$ cat src/rtl/mux_8_way_pkg.sv
// Shared constants and types for the 8-way round-robin output mux.
package mux_8_way_pkg;
  localparam int NUM_CH    = 8;
  localparam int SEL_W     = 3;
  localparam int DEF_WIDTH = 16;

  typedef logic [SEL_W-1:0] sel_t;
endpackage

$ cat src/rtl/rr_arbiter_8.sv
// Rotating-priority encoder: one-hot grant of the first requester at or above ptr, wrapping 7->0.
// Latency: combinational. Backpressure: none, the caller qualifies the grant.
module rr_arbiter_8
  import mux_8_way_pkg::*;
(
  input  logic [7:0] req,
  input  logic [2:0] ptr,
  output logic [7:0] grant
);

  sel_t idx;
  logic found;

  always_comb begin
    grant = '0;
    found = 1'b0;
    idx   = '0;
    // 3-bit addition wraps the search around channel 7 back to channel 0
    for (int k = 0; k < NUM_CH; k++) begin
      idx = ptr + sel_t'(k);
      if (!found && req[idx]) begin
        grant[idx] = 1'b1;
        found      = 1'b1;
      end
    end
  end

endmodule

$ cat src/rtl/mux_8_way_rr.sv
// 8-channel round-robin mux into a one-word output register; MUX_8_WAY_RR_STALL_CNT_EN adds stall_cnt.
// Latency: one cycle from accept to out_valid. Backpressure: in_ready drops when the register is full and out_ready is low.
module mux_8_way_rr
  import mux_8_way_pkg::*;
#(
  parameter int WIDTH = DEF_WIDTH
) (
  input  logic               clock,
  input  logic               reset,
  input  logic [7:0]         in_valid,
  input  logic [8*WIDTH-1:0] in_data,
  output logic [7:0]         in_ready,
  output logic               out_valid,
  output logic [WIDTH-1:0]   out_data,
  output logic [2:0]         out_sel,
  input  logic               out_ready
`ifdef MUX_8_WAY_RR_STALL_CNT_EN
  ,
  output logic [15:0]        stall_cnt
`endif
);

  typedef enum logic {EMPTY, FULL} state_t;

  state_t     state;
  sel_t       ptr;
  logic [7:0] grant;
  sel_t       gnt_idx;
  logic       load;

  assign out_valid = (state == FULL);
  assign load      = !out_valid || out_ready;

  rr_arbiter_8 u_arb (
    .req   (in_valid),
    .ptr   (ptr),
    .grant (grant)
  );

  always_comb begin
    gnt_idx = '0;
    for (int k = 0; k < NUM_CH; k++) begin
      if (grant[k]) gnt_idx = sel_t'(k);
    end
  end

  // Reset gates the handshake so nothing is consumed while the output is being cleared
  assign in_ready = reset ? 8'h00 : (grant & {NUM_CH{load}});

  always_ff @(posedge clock) begin
    if (reset) begin
      state    <= EMPTY;
      out_data <= '0;
      out_sel  <= '0;
      ptr      <= '0;
`ifdef MUX_8_WAY_RR_STALL_CNT_EN
      stall_cnt <= '0;
`endif
    end else begin
      if (load) begin
        if (|grant) begin
          state    <= FULL;
          out_data <= in_data[int'(gnt_idx)*WIDTH +: WIDTH];
          out_sel  <= gnt_idx;
          ptr      <= gnt_idx + sel_t'(1);
        end else begin
          state <= EMPTY;
        end
      end
`ifdef MUX_8_WAY_RR_STALL_CNT_EN
      if (out_valid && !out_ready && (stall_cnt != 16'hFFFF)) begin
        stall_cnt <= stall_cnt + 16'd1;
      end
`endif
    end
  end

endmodule

$ cat config.mk
export PLATFORM = sky130hd
export DESIGN_NAME = mux_8_way_rr
export DESIGN_NICKNAME = d
export VERILOG_FILES = /design/src/rtl/mux_8_way_pkg.sv /design/src/rtl/rr_arbiter_8.sv /design/src/rtl/mux_8_way_rr.sv
export SDC_FILE = /design/constraint.sdc
export NUM_CORES = 1
export LEC_CHECK = 0
export BUFFER_PORTS_ARGS = -buffer_cell sky130_fd_sc_hd__buf_2
export CAP_MARGIN = 20
export CORE_ASPECT_RATIO = 1.75
export CORE_UTILIZATION = 30
export DETAILED_ROUTE_END_ITERATION = 7
export PLACE_DENSITY = 0.68
export SLEW_MARGIN = 20
export SYNTH_ARGS = -nofsm -noshare
export SYNTH_HDL_FRONTEND = slang
export SYNTH_SLANG_ARGS = --single-unit
$ cat constraint.sdc
create_clock -name clock -period 4.8 [get_ports clock]
set_clock_uncertainty 0.1 [all_clocks]
set_input_delay 0.48 -clock clock [delete_from_list [all_inputs] [get_ports clock]]
set_output_delay 0.48 -clock clock [all_outputs]
set_load 0.02 [all_outputs]
==> flow_metrics.py <==
metrics = {
    "synth": {
        "yosysMostFrequentCell": "mux2i_1",
        "synthTopCellsByCount": "98 x mux2i_1, 32 x nand2_1, 23 x dfxtp_1, 20 x nor2_1",
        "ys_types": 68,
        "yosysTopAreaCell": "mux2i_1",
        "async_reset_ff_frac": 0,
        "syn_nets": 551,
        "ys_warn_count": 0,
        "synth_area_leaders": "mux2i_1 28%, dfxtp_1 13%, mux4_2 8.3%, a221o_1 4.2%, nand2_1 3.4%",
        "synthFlopType": "dfxtp_1",
        "ys_seq_area_frac": 0.1300,
        "synthCells": 405,
        "ys_seq_elements": 23,
        "synth_top_area_share": 0.2770,
        "synth_area_mm2": 0.003541,
        "synth_edf_count": 0,
        "avgSynthCellArea_um2": 8.743,
    },
    "clock_network": {
        "clock_latency_ns": 0.26,
        "postCtsHoldBufs": 0,
        "cts_setup_buffers": 0,
        "post_cts_resize_count": 0,
        "cts_tree": "done",
        "htree_levels": 1,
        "root_buffer": "clkbuf_16",
        "path_clk_slew_ns": 0.06,
        "clkSinkCount": 23,
        "clk_path_buf_depth": 2,
        "cts_buffers": 3,
    },
    "worst_setup_path": {
        "critical_path_arrival_ns": 4.61,
        "path_max_fanout": 66,
        "cpPeakStageDelay_ns": 0.51,
        "critPathRequiredTime_ns": 4.85,
        "r2r_setup_slack_ns": 0.23,
        "crit_chain": "inv_1 > ha_1 > buf_4 > mux2i_1 > mux4_2 > a32o_2 > a21oi_1 > a21boi_0 > inv_1 > o41ai_4 > buf_12 > mux2i_1 > mux2i_1 > a221o_1",
        "setup.worst_path.end_class": "register",
        "path_class": "reg -> reg",
        "slowest_stage": "mux4_2",
        "worstSetupStartpoint": "ptr[0]",
        "r2r_start": "ptr[0]",
        "critPathLaunchType": "register",
        "crit_top_cell": "mux2i_1",
    },
    "floorplanning": {
        "rows": 52,
        "die_h_um": 145.7,
        "coreArea_mm2": 0.01152,
        "fp.dieW_um": 84.13,
        "fp.dieArea_mm2": 0.01226,
        "start_util": 0.3075,
        "io_pins": 167,
    },
    "global_routing": {
        "grt_use_total": 0.2145,
        "first_global_vias": 4105,
        "grt_max_degree": 67,
        "antenna_found_initial": 0,
        "grt_pass1_wl_um": 20730,
        "grt-ovfl-total": 0,
    },
    "drt": {
        "wl_per_cell_um": 19.44,
        "ant_nets": 0,
        "via_per_inst": 5.856,
        "wl_um": 13390,
        "dr.pass1.iters": 7,
        "dr_total_vias": 4035,
        "drt_iter0_markers": 265,
        "drc": 4,
    },
    "pwr": {
        "vdd_ir_drop_max_v": 0.0005844,
        "power.leakage_nw": 2.098,
        "power.density_mw_per_mm2": 784.4,
    },
    "status": {
        "outcome": "complete, but fails checks",
        "violations": "DRC",
    },
    "flow_run": {
        "drv_cap": 0,
    },
    "worst_hold_path": {
        "min_path_type": "reg -> reg",
        "min-delay-start": "out_data[3]",
    },
    "finish": {
        "nets": 701,
        "area_growth_pct": 27.74,
        "n_antenna_cell": 0,
        "final_core_util": 0.3928,
        "drive_gt1_frac": 0.3827,
        "num-fill-cells": 1192,
        "design_area_mm2": 0.004523,
    },
    "place": {
        "portBuffers": 166,
        "dp_hpwl_um": 10960,
        "place.gp.congestion": 0.9749,
        "placed_area_mm2": 0.004443,
    },
    "timing": {
        "setup-tns-final_ns": 0,
        "grt_setup_unrepaired": "no",
        "holdWs_ns": 0.3884,
        "maxSlewHeadroom": 0.5596,
        "setup-violations-final": 0,
        "slew_violations": 0,
        "period_share": 0.9512,
        "period_needed_ns": 4.566,
        "tightest_slew_ns": 0.6587,
        "hold_viol_final": 0,
        "fmaxAchievable_mhz": 219.0,
    },
}
==> critical path, delay by kind of cell (launching register included) <==
kind                     cells  cell delay, ns
multiplexers                 4            1.12
AO/OA/AOI/OAI                5            1.68
adder cells (fa/ha/maj)      1            0.37
buffers and inverters        4            0.80
flip-flops                   1            0.35
==> sequential cells by signal, summed over array words and instances, names as in the netlist <==
| name | count |
|---|---|
| ptr | 3 |
| out_sel | 3 |
| out_data | 16 |
| out_valid | 1 |
==> cell families after synthesis <==
logic type / share of synthesized area
flip-flops: 0.1300
XOR/XNOR: 0.007422
buffers and inverters: 0.07138
AO/OA/AOI/OAI: 0.2177
AND/OR/NAND/NOR: 0.1700
adder cells (fa/ha/maj): 0.02473
multiplexers: 0.3788
==> where the power goes <==
part	switching (mW)	total, mW	internal, mW	leakage, nW
Sequential	0.0446	0.318	0.273	0.191
Combinational	1.73	3.05	1.32	1.87
Clock	0.0657	0.179	0.113	0.0382
==> per-stage QoR <==
step	cells	total power [mW]	setup slack (ns)
finish	689	3.548	0.2342
CTS	689	3.543	0.2752
global placement	685	3.298	0.3629
detailed placement	685	3.357	0.2849
global route	689	3.778	0.05544
floorplan	405	2.811	0.3559
==> layer usage <==
| metal | track usage | vias to the layer above | share of wire |
|---|---|---|---|
| li1 | - | 1888 | - |
| met1 | 0.2126 | 1850 | 0.34 |
| met2 | 0.4156 | 253 | 0.54 |
| met3 | 0.02382 | 44 | 0.064 |
| met4 | 0.1310 | 0 | 0.055 |
| met5 | 0 | - | 0 |
==> area by class of cell <==
cell class,instances,area [um^2],area share
well taps,135,168.9,0.03734
multi-input cells,340,2840,0.6279
clock buffers,4,78.83,0.01743
repair buffers,180,948.4,0.2097
flip-flops and latches,23,460.4,0.1018
inverters,7,26.28,0.005809
==> worst paths after layout <==
check | endpoint | cells after the start
worst max-delay path | out_data[13] | 14
worst min-delay path | out_data[3] | 1
worst max register to register | out_data[13] | 14
worst min register to register | out_data[3] | 1
==> placed cells by master (no fill, tap or decap), types with 3 or more instances in the layout <==
| cell type | n |
|---|---|
| buf_2 | 166 |
| mux2i_1 | 98 |
| nand2_1 | 32 |
| dfxtp_1 | 23 |
| nor2_1 | 20 |
| o22ai_1 | 17 |
| a21oi_1 | 17 |
| nand3_1 | 16 |
| a221o_1 | 15 |
| mux4_2 | 13 |
| buf_4 | 13 |
| o21ai_0 | 9 |
| nor2b_1 | 7 |
| ha_1 | 7 |
| inv_1 | 6 |
| o31ai_1 | 6 |
| and3_1 | 4 |
| nand2b_1 | 4 |
| a31oi_1 | 4 |
| nor3b_1 | 4 |
| nor3_1 | 4 |
| a211o_1 | 4 |
| mux2_2 | 3 |
| nand4_1 | 3 |
| a22oi_1 | 3 |
| o2bb2ai_1 | 3 |
| clkbuf_16 | 3 |
Note: power is estimated with default switching activity, not from simulation.
